[src/rtl/tpu_ctrl_pkg.sv]
//------------------------------------------------------------------------------
// Module      : tpu_ctrl_pkg
// Description : Shared types and helpers for the TPU matmul sequencer.
// Revision    : 1.0 - initial release
//------------------------------------------------------------------------------
`default_nettype none

package tpu_ctrl_pkg;

    localparam int ARRAY_SIZE_DEF = 4;
    localparam int DIM_W          = 4;

    typedef enum logic [2:0] {
        ST_IDLE  = 3'd0,
        ST_CLEAR = 3'd1,
        ST_FEED  = 3'd2,
        ST_DRAIN = 3'd3,
        ST_WRITE = 3'd4,
        ST_DONE  = 3'd5
    } state_t;

    // ceil(num / 2**lg); the array size is a power of two so a shift suffices
    function automatic logic [DIM_W-1:0] ceil_div_pow2(input logic [DIM_W-1:0] num,
                                                       input int               lg);
        logic [DIM_W:0] bias;
        logic [DIM_W:0] sum;
        bias = (DIM_W+1)'((1 << lg) - 1);
        sum  = {1'b0, num} + bias;
        return DIM_W'(sum >> lg);
    endfunction

endpackage

`default_nettype wire

[src/rtl/tpu_ctrl_if.sv]
//------------------------------------------------------------------------------
// Module      : tpu_ctrl_if
// Description : Start/dims command and buffer/array control bundle of tpu_ctrl.
//               perf_cycles exists only when TPU_PERF_CNT_EN is defined.
// Revision    : 1.0 - initial release
//------------------------------------------------------------------------------
`default_nettype none

interface tpu_ctrl_if
    import tpu_ctrl_pkg::*;
#(
    parameter int ARRAY_SIZE = ARRAY_SIZE_DEF,
    parameter int ADDR_W     = 16
);
    localparam int ROW_W = (ARRAY_SIZE > 1) ? $clog2(ARRAY_SIZE) : 1;

    logic              start;
    logic [DIM_W-1:0]  row_a;
    logic [DIM_W-1:0]  k;
    logic [DIM_W-1:0]  col_b;
    logic [ADDR_W-1:0] index_a;
    logic [ADDR_W-1:0] index_b;
    logic              sa_clear;
    logic              sa_valid;
    logic [ROW_W-1:0]  sa_row_sel;
    logic              wr_en_out;
    logic [ADDR_W-1:0] index_out;
    logic              busy;
    logic              done;
`ifdef TPU_PERF_CNT_EN
    logic [31:0]       perf_cycles;

    modport master (output start, row_a, k, col_b,
                    input  index_a, index_b, sa_clear, sa_valid, sa_row_sel,
                           wr_en_out, index_out, busy, done, perf_cycles);
    modport slave  (input  start, row_a, k, col_b,
                    output index_a, index_b, sa_clear, sa_valid, sa_row_sel,
                           wr_en_out, index_out, busy, done, perf_cycles);
`else
    modport master (output start, row_a, k, col_b,
                    input  index_a, index_b, sa_clear, sa_valid, sa_row_sel,
                           wr_en_out, index_out, busy, done);
    modport slave  (input  start, row_a, k, col_b,
                    output index_a, index_b, sa_clear, sa_valid, sa_row_sel,
                           wr_en_out, index_out, busy, done);
`endif

endinterface

`default_nettype wire

[src/rtl/tpu_tile_iter.sv]
//------------------------------------------------------------------------------
// Module      : tpu_tile_iter
// Description : Row-major tile walker; keeps running base indices for A, B, OUT.
// Revision    : 1.0 - initial release
//------------------------------------------------------------------------------
`default_nettype none

module tpu_tile_iter
    import tpu_ctrl_pkg::*;
#(
    parameter int ARRAY_SIZE = ARRAY_SIZE_DEF,
    parameter int ADDR_W     = 16
)(
    input  logic              clk,
    input  logic              rst_n,
    input  logic              load_i,
    input  logic              adv_i,
    input  logic [DIM_W-1:0]  tiles_r_i,
    input  logic [DIM_W-1:0]  tiles_c_i,
    input  logic [DIM_W-1:0]  k_i,
    output logic              last_o,
    output logic [ADDR_W-1:0] base_a_o,
    output logic [ADDR_W-1:0] base_b_o,
    output logic [ADDR_W-1:0] base_out_o
);

    logic [DIM_W-1:0]  tr_q;
    logic [DIM_W-1:0]  tc_q;
    logic [ADDR_W-1:0] base_a_q;
    logic [ADDR_W-1:0] base_b_q;
    logic [ADDR_W-1:0] base_out_q;
    logic              row_end;

    assign row_end = (tc_q == (tiles_c_i - DIM_W'(1)));
    assign last_o  = row_end && (tr_q == (tiles_r_i - DIM_W'(1)));

    // Bases advance by addition so no multiplier is needed for tr*K / tc*K
    always_ff @(posedge clk or negedge rst_n) begin
        if (!rst_n) begin
            tr_q       <= '0;
            tc_q       <= '0;
            base_a_q   <= '0;
            base_b_q   <= '0;
            base_out_q <= '0;
        end else if (load_i) begin
            tr_q       <= '0;
            tc_q       <= '0;
            base_a_q   <= '0;
            base_b_q   <= '0;
            base_out_q <= '0;
        end else if (adv_i) begin
            base_out_q <= base_out_q + ADDR_W'(ARRAY_SIZE);
            if (row_end) begin
                tc_q     <= '0;
                tr_q     <= tr_q + DIM_W'(1);
                base_b_q <= '0;
                base_a_q <= base_a_q + ADDR_W'(k_i);
            end else begin
                tc_q     <= tc_q + DIM_W'(1);
                base_b_q <= base_b_q + ADDR_W'(k_i);
            end
        end
    end

    assign base_a_o   = base_a_q;
    assign base_b_o   = base_b_q;
    assign base_out_o = base_out_q;

endmodule

`default_nettype wire

[src/rtl/tpu_ctrl.sv]
//------------------------------------------------------------------------------
// Module      : tpu_ctrl
// Description : Tiled matmul sequencer driving GBUFF_A/B reads, systolic array
//               control and GBUFF_OUT writes. Optional TPU_PERF_CNT_EN adds
//               a saturating busy-cycle counter on bus.perf_cycles.
// Revision    : 1.0 - initial release
//------------------------------------------------------------------------------
`default_nettype none

module tpu_ctrl
    import tpu_ctrl_pkg::*;
#(
    parameter int ARRAY_SIZE = ARRAY_SIZE_DEF,
    parameter int ADDR_W     = 16
)(
    input  logic       clk,
    input  logic       rst_n,
    tpu_ctrl_if.slave  bus
);

    localparam int LG_N  = $clog2(ARRAY_SIZE);
    localparam int ROW_W = (ARRAY_SIZE > 1) ? LG_N : 1;
    localparam int CNT_W = $clog2(2 * ARRAY_SIZE + 16);
    localparam logic [CNT_W-1:0] DRAIN_LAST = CNT_W'(2 * ARRAY_SIZE - 1);
    localparam logic [CNT_W-1:0] WRITE_LAST = CNT_W'(ARRAY_SIZE - 1);

    state_t            state_q, state_d;
    logic [CNT_W-1:0]  cnt_q, cnt_d;
    logic [DIM_W-1:0]  k_q, k_d;
    logic [DIM_W-1:0]  tiles_r_q, tiles_r_d;
    logic [DIM_W-1:0]  tiles_c_q, tiles_c_d;

    logic              sa_clear_q, sa_clear_d;
    logic              sa_valid_q, sa_valid_d;
    logic              wr_en_q, wr_en_d;
    logic [ROW_W-1:0]  row_sel_q, row_sel_d;
    logic [ADDR_W-1:0] index_a_q, index_a_d;
    logic [ADDR_W-1:0] index_b_q, index_b_d;
    logic [ADDR_W-1:0] index_out_q, index_out_d;
    logic              busy_q, busy_d;
    logic              done_q, done_d;

    logic              iter_load;
    logic              iter_adv;
    logic              last_tile;
    logic [ADDR_W-1:0] base_a;
    logic [ADDR_W-1:0] base_b;
    logic [ADDR_W-1:0] base_out;
    logic              dims_zero;

    assign dims_zero = (bus.row_a == '0) || (bus.k == '0) || (bus.col_b == '0);

    tpu_tile_iter #(
        .ARRAY_SIZE (ARRAY_SIZE),
        .ADDR_W     (ADDR_W)
    ) u_iter (
        .clk        (clk),
        .rst_n      (rst_n),
        .load_i     (iter_load),
        .adv_i      (iter_adv),
        .tiles_r_i  (tiles_r_q),
        .tiles_c_i  (tiles_c_q),
        .k_i        (k_q),
        .last_o     (last_tile),
        .base_a_o   (base_a),
        .base_b_o   (base_b),
        .base_out_o (base_out)
    );

    always_comb begin
        state_d   = state_q;
        cnt_d     = cnt_q;
        k_d       = k_q;
        tiles_r_d = tiles_r_q;
        tiles_c_d = tiles_c_q;
        iter_load = 1'b0;
        iter_adv  = 1'b0;
        case (state_q)
            ST_IDLE: begin
                cnt_d = '0;
                if (bus.start) begin
                    k_d       = bus.k;
                    tiles_r_d = ceil_div_pow2(bus.row_a, LG_N);
                    tiles_c_d = ceil_div_pow2(bus.col_b, LG_N);
                    iter_load = 1'b1;
                    state_d   = dims_zero ? ST_DONE : ST_CLEAR;
                end
            end
            ST_CLEAR: begin
                cnt_d   = '0;
                state_d = ST_FEED;
            end
            ST_FEED: begin
                if (cnt_q == (CNT_W'(k_q) - CNT_W'(1))) begin
                    cnt_d   = '0;
                    state_d = ST_DRAIN;
                end else begin
                    cnt_d = cnt_q + CNT_W'(1);
                end
            end
            ST_DRAIN: begin
                if (cnt_q == DRAIN_LAST) begin
                    cnt_d   = '0;
                    state_d = ST_WRITE;
                end else begin
                    cnt_d = cnt_q + CNT_W'(1);
                end
            end
            ST_WRITE: begin
                if (cnt_q == WRITE_LAST) begin
                    cnt_d = '0;
                    if (last_tile) begin
                        state_d = ST_DONE;
                    end else begin
                        state_d  = ST_CLEAR;
                        iter_adv = 1'b1;
                    end
                end else begin
                    cnt_d = cnt_q + CNT_W'(1);
                end
            end
            ST_DONE:  state_d = ST_IDLE;
            default:  state_d = ST_IDLE;
        endcase
    end

    // Outputs are decoded from the next state so they leave the flops aligned with it
    always_comb begin
        sa_clear_d  = (state_d == ST_CLEAR);
        sa_valid_d  = (state_q == ST_FEED);
        wr_en_d     = (state_d == ST_WRITE);
        row_sel_d   = (state_d == ST_WRITE) ? cnt_d[ROW_W-1:0] : '0;
        index_a_d   = (state_d == ST_FEED)  ? base_a + ADDR_W'(cnt_d) : '0;
        index_b_d   = (state_d == ST_FEED)  ? base_b + ADDR_W'(cnt_d) : '0;
        index_out_d = (state_d == ST_WRITE) ? base_out + ADDR_W'(cnt_d) : '0;
        busy_d      = (state_d != ST_IDLE);
        done_d      = (state_d == ST_DONE);
    end

    always_ff @(posedge clk or negedge rst_n) begin
        if (!rst_n) begin
            state_q     <= ST_IDLE;
            cnt_q       <= '0;
            k_q         <= '0;
            tiles_r_q   <= '0;
            tiles_c_q   <= '0;
            sa_clear_q  <= 1'b0;
            sa_valid_q  <= 1'b0;
            wr_en_q     <= 1'b0;
            row_sel_q   <= '0;
            index_a_q   <= '0;
            index_b_q   <= '0;
            index_out_q <= '0;
            busy_q      <= 1'b0;
            done_q      <= 1'b0;
        end else begin
            state_q     <= state_d;
            cnt_q       <= cnt_d;
            k_q         <= k_d;
            tiles_r_q   <= tiles_r_d;
            tiles_c_q   <= tiles_c_d;
            sa_clear_q  <= sa_clear_d;
            sa_valid_q  <= sa_valid_d;
            wr_en_q     <= wr_en_d;
            row_sel_q   <= row_sel_d;
            index_a_q   <= index_a_d;
            index_b_q   <= index_b_d;
            index_out_q <= index_out_d;
            busy_q      <= busy_d;
            done_q      <= done_d;
        end
    end

`ifdef TPU_PERF_CNT_EN
    logic [31:0] perf_q;

    // Counts the working states only, so a zero-dim launch reads back 0
    always_ff @(posedge clk or negedge rst_n) begin
        if (!rst_n) begin
            perf_q <= '0;
        end else if ((state_q == ST_IDLE) && bus.start) begin
            perf_q <= '0;
        end else if ((state_q != ST_IDLE) && (state_q != ST_DONE) && (perf_q != '1)) begin
            perf_q <= perf_q + 32'd1;
        end
    end

    assign bus.perf_cycles = perf_q;
`endif

    assign bus.index_a    = index_a_q;
    assign bus.index_b    = index_b_q;
    assign bus.sa_clear   = sa_clear_q;
    assign bus.sa_valid   = sa_valid_q;
    assign bus.sa_row_sel = row_sel_q;
    assign bus.wr_en_out  = wr_en_q;
    assign bus.index_out  = index_out_q;
    assign bus.busy       = busy_q;
    assign bus.done       = done_q;

endmodule

`default_nettype wire

[src/flat_wrapper.sv]
// flat-port wrapper written by rule: the top's interface ports become plain ports
module tpu_ctrl_flat import tpu_ctrl_pkg::*;
#(
    parameter int ARRAY_SIZE = ARRAY_SIZE_DEF,
    parameter int ADDR_W     = 16
)
  (clk, rst_n, bus_start, bus_row_a, bus_k, bus_col_b, bus_index_a, bus_index_b, bus_sa_clear, bus_sa_valid, bus_sa_row_sel, bus_wr_en_out, bus_index_out, bus_busy, bus_done);
  tpu_ctrl_if #(.ARRAY_SIZE(ARRAY_SIZE), .ADDR_W(ADDR_W)) bus_i ();
  input  logic clk;
  input  logic rst_n;
  input wire logic [$bits(bus_i.start)-1:0] bus_start;
  input wire logic [$bits(bus_i.row_a)-1:0] bus_row_a;
  input wire logic [$bits(bus_i.k)-1:0] bus_k;
  input wire logic [$bits(bus_i.col_b)-1:0] bus_col_b;
  output wire logic [$bits(bus_i.index_a)-1:0] bus_index_a;
  output wire logic [$bits(bus_i.index_b)-1:0] bus_index_b;
  output wire logic [$bits(bus_i.sa_clear)-1:0] bus_sa_clear;
  output wire logic [$bits(bus_i.sa_valid)-1:0] bus_sa_valid;
  output wire logic [$bits(bus_i.sa_row_sel)-1:0] bus_sa_row_sel;
  output wire logic [$bits(bus_i.wr_en_out)-1:0] bus_wr_en_out;
  output wire logic [$bits(bus_i.index_out)-1:0] bus_index_out;
  output wire logic [$bits(bus_i.busy)-1:0] bus_busy;
  output wire logic [$bits(bus_i.done)-1:0] bus_done;
  assign bus_i.start = bus_start;
  assign bus_i.row_a = bus_row_a;
  assign bus_i.k = bus_k;
  assign bus_i.col_b = bus_col_b;
  assign bus_index_a = bus_i.index_a;
  assign bus_index_b = bus_i.index_b;
  assign bus_sa_clear = bus_i.sa_clear;
  assign bus_sa_valid = bus_i.sa_valid;
  assign bus_sa_row_sel = bus_i.sa_row_sel;
  assign bus_wr_en_out = bus_i.wr_en_out;
  assign bus_index_out = bus_i.index_out;
  assign bus_busy = bus_i.busy;
  assign bus_done = bus_i.done;
  tpu_ctrl #(.ARRAY_SIZE(ARRAY_SIZE), .ADDR_W(ADDR_W)) u_core (.clk(clk), .rst_n(rst_n), .bus(bus_i));
endmodule
[config.mk]
export PLATFORM = sky130hd
export DESIGN_NAME = tpu_ctrl_flat
export DESIGN_NICKNAME = d
export VERILOG_FILES = /design/src/rtl/tpu_ctrl_pkg.sv /design/src/rtl/tpu_ctrl_if.sv /design/src/rtl/tpu_tile_iter.sv /design/src/rtl/tpu_ctrl.sv /design/src/flat_wrapper.sv
export SDC_FILE = /design/constraint.sdc
export NUM_CORES = 1
export LEC_CHECK = 0
export ABC_CLOCK_PERIOD_IN_PS = 4400
export CELL_PAD_IN_SITES_DETAIL_PLACEMENT = 0
export CELL_PAD_IN_SITES_GLOBAL_PLACEMENT = 1
export CORE_ASPECT_RATIO = 1.2
export CORE_MARGIN = 5
export CORE_UTILIZATION = 44
export DETAILED_ROUTE_END_ITERATION = 10
export MAX_ROUTING_LAYER = met4
export PLACE_DENSITY = 0.86
export SETUP_SLACK_MARGIN = 0.02
export SLEW_MARGIN = 20
export SYNTH_ARGS = -nofsm -noshare
export SYNTH_HDL_FRONTEND = slang
export SYNTH_SLANG_ARGS = --single-unit
[constraint.sdc]
create_clock -name clk -period 4.4 [get_ports clk]
set_input_delay 0.44 -clock clk [delete_from_list [all_inputs] [get_ports clk]]
set_output_delay 0.44 -clock clk [all_outputs]
set_load 0.03 [all_outputs]
* Word-level counts from Yosys, hierarchy flattened
Index checks and enable logic that the tools add are counted.
Operators by class: add/sub/neg operators 14, eq/ne operators 13, multiplexer cells 34, reductions and logical operators 13
Operator list (count):
- 2-to-1 mux 16 bit | 11
- adder 16 x 5 -> 16 bit | 3
- adder 16 x 4 -> 16 bit | 2
- 2-to-1 mux 4 bit | 6
- case mux 5 bit (4 select lines) | 1
- 2-to-1 mux 3 bit | 6
- adder 16 x 3 -> 16 bit (second input constant) | 1
- 2-to-1 mux 5 bit | 3
- case mux 3 bit (5 select lines) | 1
- logical NOT 4 bit | 3
- adder 4 x 2 -> 5 bit (second input constant) | 2
- equality test 3 x 2 -> 1 bit (second input constant) | 3
- equality test 3 bit (second input constant) | 3
- adder 4 x 1 -> 4 bit (second input constant) | 2
- equality test 4 bit | 2
- subtractor 3 x 1 -> 4 bit (second input constant) | 2
- equality test 3 x 1 -> 1 bit (second input constant) | 2
- adder 5 x 1 -> 5 bit (second input constant) | 1
- equality test 5 x 2 -> 1 bit (second input constant) | 1
- equality test 5 x 3 -> 1 bit (second input constant) | 1
- equality test 5 bit | 1
- 2-to-1 mux 1 bit | 5
- subtractor 4 x 1 -> 5 bit (second input constant) | 1
- AND reduction 2 bit | 2
- other kinds (7) | 9
Word-level totals: register bits after elaboration 129, bits of input ports 15, output and inout bits 55

* Logic depth before layout (Yosys ltp)
word-level depth 8, mapped depth 17

* Cells and area by module
From an unflattened synthesis, not the netlist that was laid out.
Unflattened totals: cells, all modules 730, area, all modules 7161.9 um^2
Modules (own cells, without submodules):
- tpu_ctrl | instances 1, cells each 408, area each 4070.2 um^2, sequential area each 1826.8 um^2
- tpu_tile_iter | instances 1, cells each 322, area each 3091.7 um^2, sequential area each 1351.3 um^2

* Worst setup path after synthesis
Ideal clock, no wire load.
path kind reg2reg, from register u_core.k_q[1], to register u_core.index_out_q[14] (netlist: u_core.bus.index_out[14]), data arrival time 3466 ps, data required time 4268 ps, setup slack 802 ps, stages on the path, launching flop included 16, clock period less this slack 3598 ps, cells stage by stage dfrtp_1 inv_1 ha_1 and3b_1 o21ai_0 a2111oi_0 o21ai_0 nand3_1 o21ai_0 ha_1 a21oi_1 a21boi_0 o21ai_0 nor3_1 xnor2_1 nor2_1
On the way: longest elaborated chain between the ends 6, elaborated cells between the ends (all ways) 9, those cells by class add/sub (2); eq/ne (2); mux (5)
Ends and longest elaborated chain:
- start: declaration | line tpu_ctrl.sv:29 | logic [DIM_W-1:0] k_q, k_d;
- start signal: assignment | line tpu_ctrl.sv:159 | k_q <= k_d;
- subtractor 4 x 1 -> 5 bit | line tpu_ctrl.sv:94 | if (cnt_q == (CNT_W'(k_q) - CNT_W'(1))) begin
- equality test 5 bit | line tpu_ctrl.sv:94
- 2-to-1 mux 5 bit | line tpu_ctrl.sv:94
- case mux 5 bit (4 select lines) | line tpu_ctrl.sv:78 | case (state_q)
- via u_core.cnt_d[3] | line tpu_ctrl.sv:28 | logic [CNT_W-1:0] cnt_q, cnt_d;
- adder 16 x 5 -> 16 bit | line tpu_ctrl.sv:135 | index_out_d = (state_d == ST_WRITE) ? base_out + ADDR_W'(cnt_d) : '0;
- 2-to-1 mux 16 bit | line tpu_ctrl.sv:135
- via u_core.index_out_d[14] | line tpu_ctrl.sv:39 | logic [ADDR_W-1:0] index_out_q, index_out_d;
- end signal: assignment | line tpu_ctrl.sv:168 | index_out_q <= index_out_d;
- end: declaration | line tpu_ctrl.sv:39
The timed path passes the listed nets, and every way through them passes these cells. A chain may end at the register's enable or synchronous reset.

* Worst setup path after layout
from register u_core.k_q[1], to register u_core.index_a_q[12] (netlist: u_core.bus.index_a[12])
On the way: longest elaborated chain between the ends 6, elaborated cells between the ends (all ways) 9, those cells by class add/sub (2); eq/ne (2); mux (5)
Ends and longest elaborated chain:
- subtractor 4 x 1 -> 5 bit | line tpu_ctrl.sv:94
- equality test 5 bit | line tpu_ctrl.sv:94
- 2-to-1 mux 5 bit | line tpu_ctrl.sv:94
- case mux 5 bit (4 select lines) | line tpu_ctrl.sv:78
- via u_core.cnt_d[0] | line tpu_ctrl.sv:28
- adder 16 x 5 -> 16 bit | line tpu_ctrl.sv:133 | index_a_d = (state_d == ST_FEED) ? base_a + ADDR_W'(cnt_d) : '0;
- 2-to-1 mux 16 bit | line tpu_ctrl.sv:133
- via u_core.index_a_d[12] | line tpu_ctrl.sv:37 | logic [ADDR_W-1:0] index_a_q, index_a_d;
- end signal: assignment | line tpu_ctrl.sv:166 | index_a_q <= index_a_d;
- end: declaration | line tpu_ctrl.sv:37
The timed path passes the listed nets, and every way through them passes these cells.

==> impl_metrics.py <==
metrics = {
    "run_status": {
        "status": "finished clean",
    },
    "placed_design": {
        "dp.final_hpwl_mm": 11.7,
        "place_area_um2": 7760,
        "port_buffers": 69,
        "gp_congestion": 0.850,
        "dp_worst_setup_slack_ps": 288,
        "dpl.cell_count": 978,
    },
    "setup_path": {
        "worstPathArrival_ps": 4190,
        "critPathKind": "reg2reg",
        "cp_slowest_cell": "dfrtp_1",
        "crit_fanout": 6,
        "rr_worst_depth": 17,
        "crit_chain": "inv_1 -> ha_1 -> and3b_1 -> o21ai_1 -> a2111oi_0 -> o21ai_1 -> nor2_1 -> a21oi_1 -> ha_1 -> inv_1 -> fa_1 -> nand3b_1 -> a21boi_0 -> o21ai_1 -> nor3_1 -> xnor2_1 -> nor2_1",
        "cpMostUsedCell": "o21ai_1",
        "critical-path-max-stage-delay_ps": 440,
        "worstSetupPathDepth": 17,
        "cp-end-kind": "register",
        "cp.required_ps": 4660,
        "path_delay_family": "compound AO/OA/AOI/OAI gates",
        "critPathBufInv": 2,
        "critPathLaunchType": "register",
    },
    "timing": {
        "finalHoldViolCount": 0,
        "worst_pin_slew_ps": 1050,
        "rsz0062_at_grt": "false",
        "worst_slack_ps": 466,
        "finalCriticalPeriod_ps": 3930,
        "post-route-period-util_pct": 89.4,
        "report.final.setup_viol": 0,
        "slew_viol_final": 0,
        "relSlewSlack_pct": 29.8,
        "finClkSkew_ps": 10.0,
        "max_freq_mhz": 254,
        "final.setup.tns_ps": 0,
    },
    "clocking": {
        "clk_path_buf_depth": 2,
        "cts_tree": "built",
        "cts_root_buf": "clkbuf_16",
        "numCtsBuffers": 17,
        "clkTransAtPathRegs_ps": 50,
        "numClockSinks": 126,
        "h-tree-depth": 4,
        "clkLatencyLatePin_ps": 420,
        "post_cts.repair.setup_buffers": 0,
    },
    "final_layout": {
        "nFillCells": 1376,
        "diodes": 0,
        "drive_above_1_share_pct": 5.75,
        "design_area_um2": 8330,
        "final-seq-area_um2": 3150,
        "fin_cells": 1008,
        "fin_nets": 840,
        "multiInputGateArea_um2": 3500,
        "area_growth_pct": 21.1,
    },
    "pwr": {
        "power.internal_w": 0.00305,
        "leakagePower_nw": 3.61,
        "p_sw_w": 0.00197,
        "p_seq_share_pct": 33.7,
        "irDropWorstVdd_mv": 0.327,
        "power_frac_clock_pct": 27.0,
        "p_comb_share_pct": 39.3,
        "powerDensity_nw_per_um2": 603,
        "power.share.switching_pct": 39.2,
    },
    "floorplanning": {
        "die_x_um": 124,
        "pin_count": 70,
        "dieArea_um2": 18200,
        "initial_core_util_pct": 44.5,
        "die_h_um": 147,
        "core_area_um2": 15500,
        "rows": 50,
    },
    "detailed_routing": {
        "drtAntennaViolNets": 0,
        "detail_route.wl_per_cell_um": 16.7,
        "dr_total_vias": 5687,
        "drc": 0,
        "dr.pass1.iters": 7,
        "avgViaCountPerCell": 5.64,
        "drt_iter0_drc": 428,
        "drt-total-wl_mm": 16.8,
    },
    "yosys": {
        "synth-edff-count": 0,
        "synth_fp_nets": 776,
        "synthDistinctLibCells": 63,
        "ys_ff_latch": 126,
        "synth_ff_type": "dfrtp_1",
        "ys_seq_area_share_pct": 45.9,
        "synth_area_per_cell_um2": 9.48,
        "synth_area_um2": 6880,
        "synth_warnings": 0,
        "netlist_instances": 725,
        "synthArstFlopShare_pct": 100,
    },
    "hold_path": {
        "hp-class": "in2async",
    },
    "grt": {
        "grt_pass1_vias": 5663,
        "grt_max_degree": 65,
        "antenna_found_initial": 0,
        "gr-usage-all-layers_pct": 20.2,
        "grt-ovfl-total": 0,
        "grt_pass1_wl_mm": 28.2,
    },
    "run": {
        "max-cap-violations": 0,
    },
}
final cells by class:
type / count / share of cell area (%)
clock inverters: 7 / 1.05
well taps: 208 / 3.13
inverters: 20 / 0.901
clock buffers: 23 / 5.74
flip-flops and latches: 126 / 37.9
multi-input cells: 545 / 42.0
repair buffers: 79 / 9.31
metrics by stage:
step | utilization (%) | hold WS (ps) | total power, W
final | 53.9 | 116 | 0.00503
after global routing | 53.9 | 200 | 0.00536
after global placement | 50.2 | 517 | 0.00360
after CTS | 53.9 | 153 | 0.00504
after detailed placement | 50.2 | 522 | 0.00366
after floorplan | - | 144 | 0.00300
synth_stat cells (5+ instances only):
master	number	share of area, %
a21boi_0	5	0.55
o21ai_1	8	0.58
nor2b_1	7	0.64
dfrtp_1	126	46
ha_1	32	5.8
nand2b_1	7	0.64
or4_1	11	1.2
inv_1	20	1.1
o31ai_1	11	1.2
a21o_1	13	1.4
nand3_1	23	1.7
nor2_1	88	4.8
or3_1	25	2.3
a21oi_1	52	3.8
nor3_1	18	1.3
xnor2_1	25	3.2
o21ai_0	41	3.0
xor2_1	32	4.1
o211ai_1	10	1.1
nand4_1	8	0.73
nand2_1	52	2.8
a211oi_1	8	0.87
nor4_1	5	0.45
clkbuf_1	25	1.4
flip-flops by register name, indices dropped and copies added, names as in the netlist, 5 cells and up:
signal                    count
u_core.cnt_q                  5
u_core.u_iter.base_a_o       16
u_core.u_iter.base_out_o     14
u_core.u_iter.base_b_o       16
u_core.bus.index_b           16
u_core.bus.index_out         16
u_core.bus.index_a           16
layout by cell type, fill, tap and decap left out, types with 4 or more instances in the layout:
master           Yosys  layout
dfrtp_1            126     126
nor2_1              88      88
clkdlybuf4s50_1      0      68
nand2_1             52      52
a21oi_1             52      52
o21ai_0             41      38
xor2_1              32      32
ha_1                32      32
xnor2_1             25      25
or3_1               25      25
nand3_1             23      23
inv_1               20      20
nor3_1              18      18
clkbuf_16            0      17
a21o_1              13      13
o21ai_1              8      11
or4_1               11      11
o31ai_1             11      11
o211ai_1            10      10
buf_4                1      10
a211oi_1             8       8
nand4_1              8       8
nor2b_1              7       7
nand2b_1             7       7
nor4_1               5       5
a21boi_0             5       5
and3_1               4       4
nand3b_1             4       4
fa_1                 4       4
clkinv_2             0       4
worst reg2reg max path: stages (launching register included):
cell and delay [ps]:
dfrtp_1 440, inv_1 130, ha_1 250, and3b_1 200, o21ai_1 210, a2111oi_0 180, o21ai_1 250, nor2_1 80
a21oi_1 310, ha_1 240, inv_1 60, fa_1 400, nand3b_1 190, a21boi_0 230, o21ai_1 190, nor3_1 220
xnor2_1 150, nor2_1 60
path summary, 6_finish.rpt:
check / from / endpoint / slack [ps]
worst max register to register: u_core.k_q[1]$_DFFE_PN0P_ / u_core.bus.index_a[12]$_DFF_PN0_ / 470
min in group clk: u_core.u_iter.base_a_o[2]$_DFFE_PN0P_ / u_core.u_iter.base_a_o[2]$_DFFE_PN0P_ / 540
worst min-delay path: rst_n / u_core.bus.sa_row_sel[1]$_DFF_PN0_ / 120
worst max-delay path: u_core.k_q[1]$_DFFE_PN0P_ / u_core.bus.index_a[12]$_DFF_PN0_ / 470
max in group asynchronous: rst_n / u_core.u_iter.base_a_o[15]$_DFFE_PN0P_ / 3480
worst min register to register: u_core.u_iter.base_a_o[2]$_DFFE_PN0P_ / u_core.u_iter.base_a_o[2]$_DFFE_PN0P_ / 540
metal layers:
metal | vias to the layer above | GRT usage (%) | part of all wire (%)
met1 | 2778 | 24.9 | 42
met2 | 161 | 32.3 | 51
met5 | - | - | 0
met3 | 42 | 4.43 | 4.7
li1 | 2706 | - | -
met4 | 0 | 7.56 | 3.0
cell families after synthesis:
| logic type | share of synthesized area (%) |
|---|---|
| buffers and inverters | 3.40 |
| AO/OA/AOI/OAI | 16.1 |
| XOR/XNOR | 7.26 |
| flip-flops | 45.9 |
| other | 0.0545 |
| adder cells (fa/ha/maj) | 6.99 |
| multiplexers | 0.437 |
| AND/OR/NAND/NOR | 19.9 |
power by group through the flow:
stage                     Clock (W)  Sequential, W  Combinational (W)
after floorplan                   0        0.00177            0.00123
after global placement            0        0.00169            0.00191
after detailed placement          0        0.00170            0.00196
after CTS                   0.00138        0.00169            0.00198
after global routing        0.00144        0.00173            0.00219
final                       0.00136        0.00169            0.00197
repair_timing:
item | in CTS | in global routing
resized for setup | 0 | 3
endpoints found under the setup margin | 0 | 13
hold buffers | 0 | 0
(Power assumes the default switching activity.)
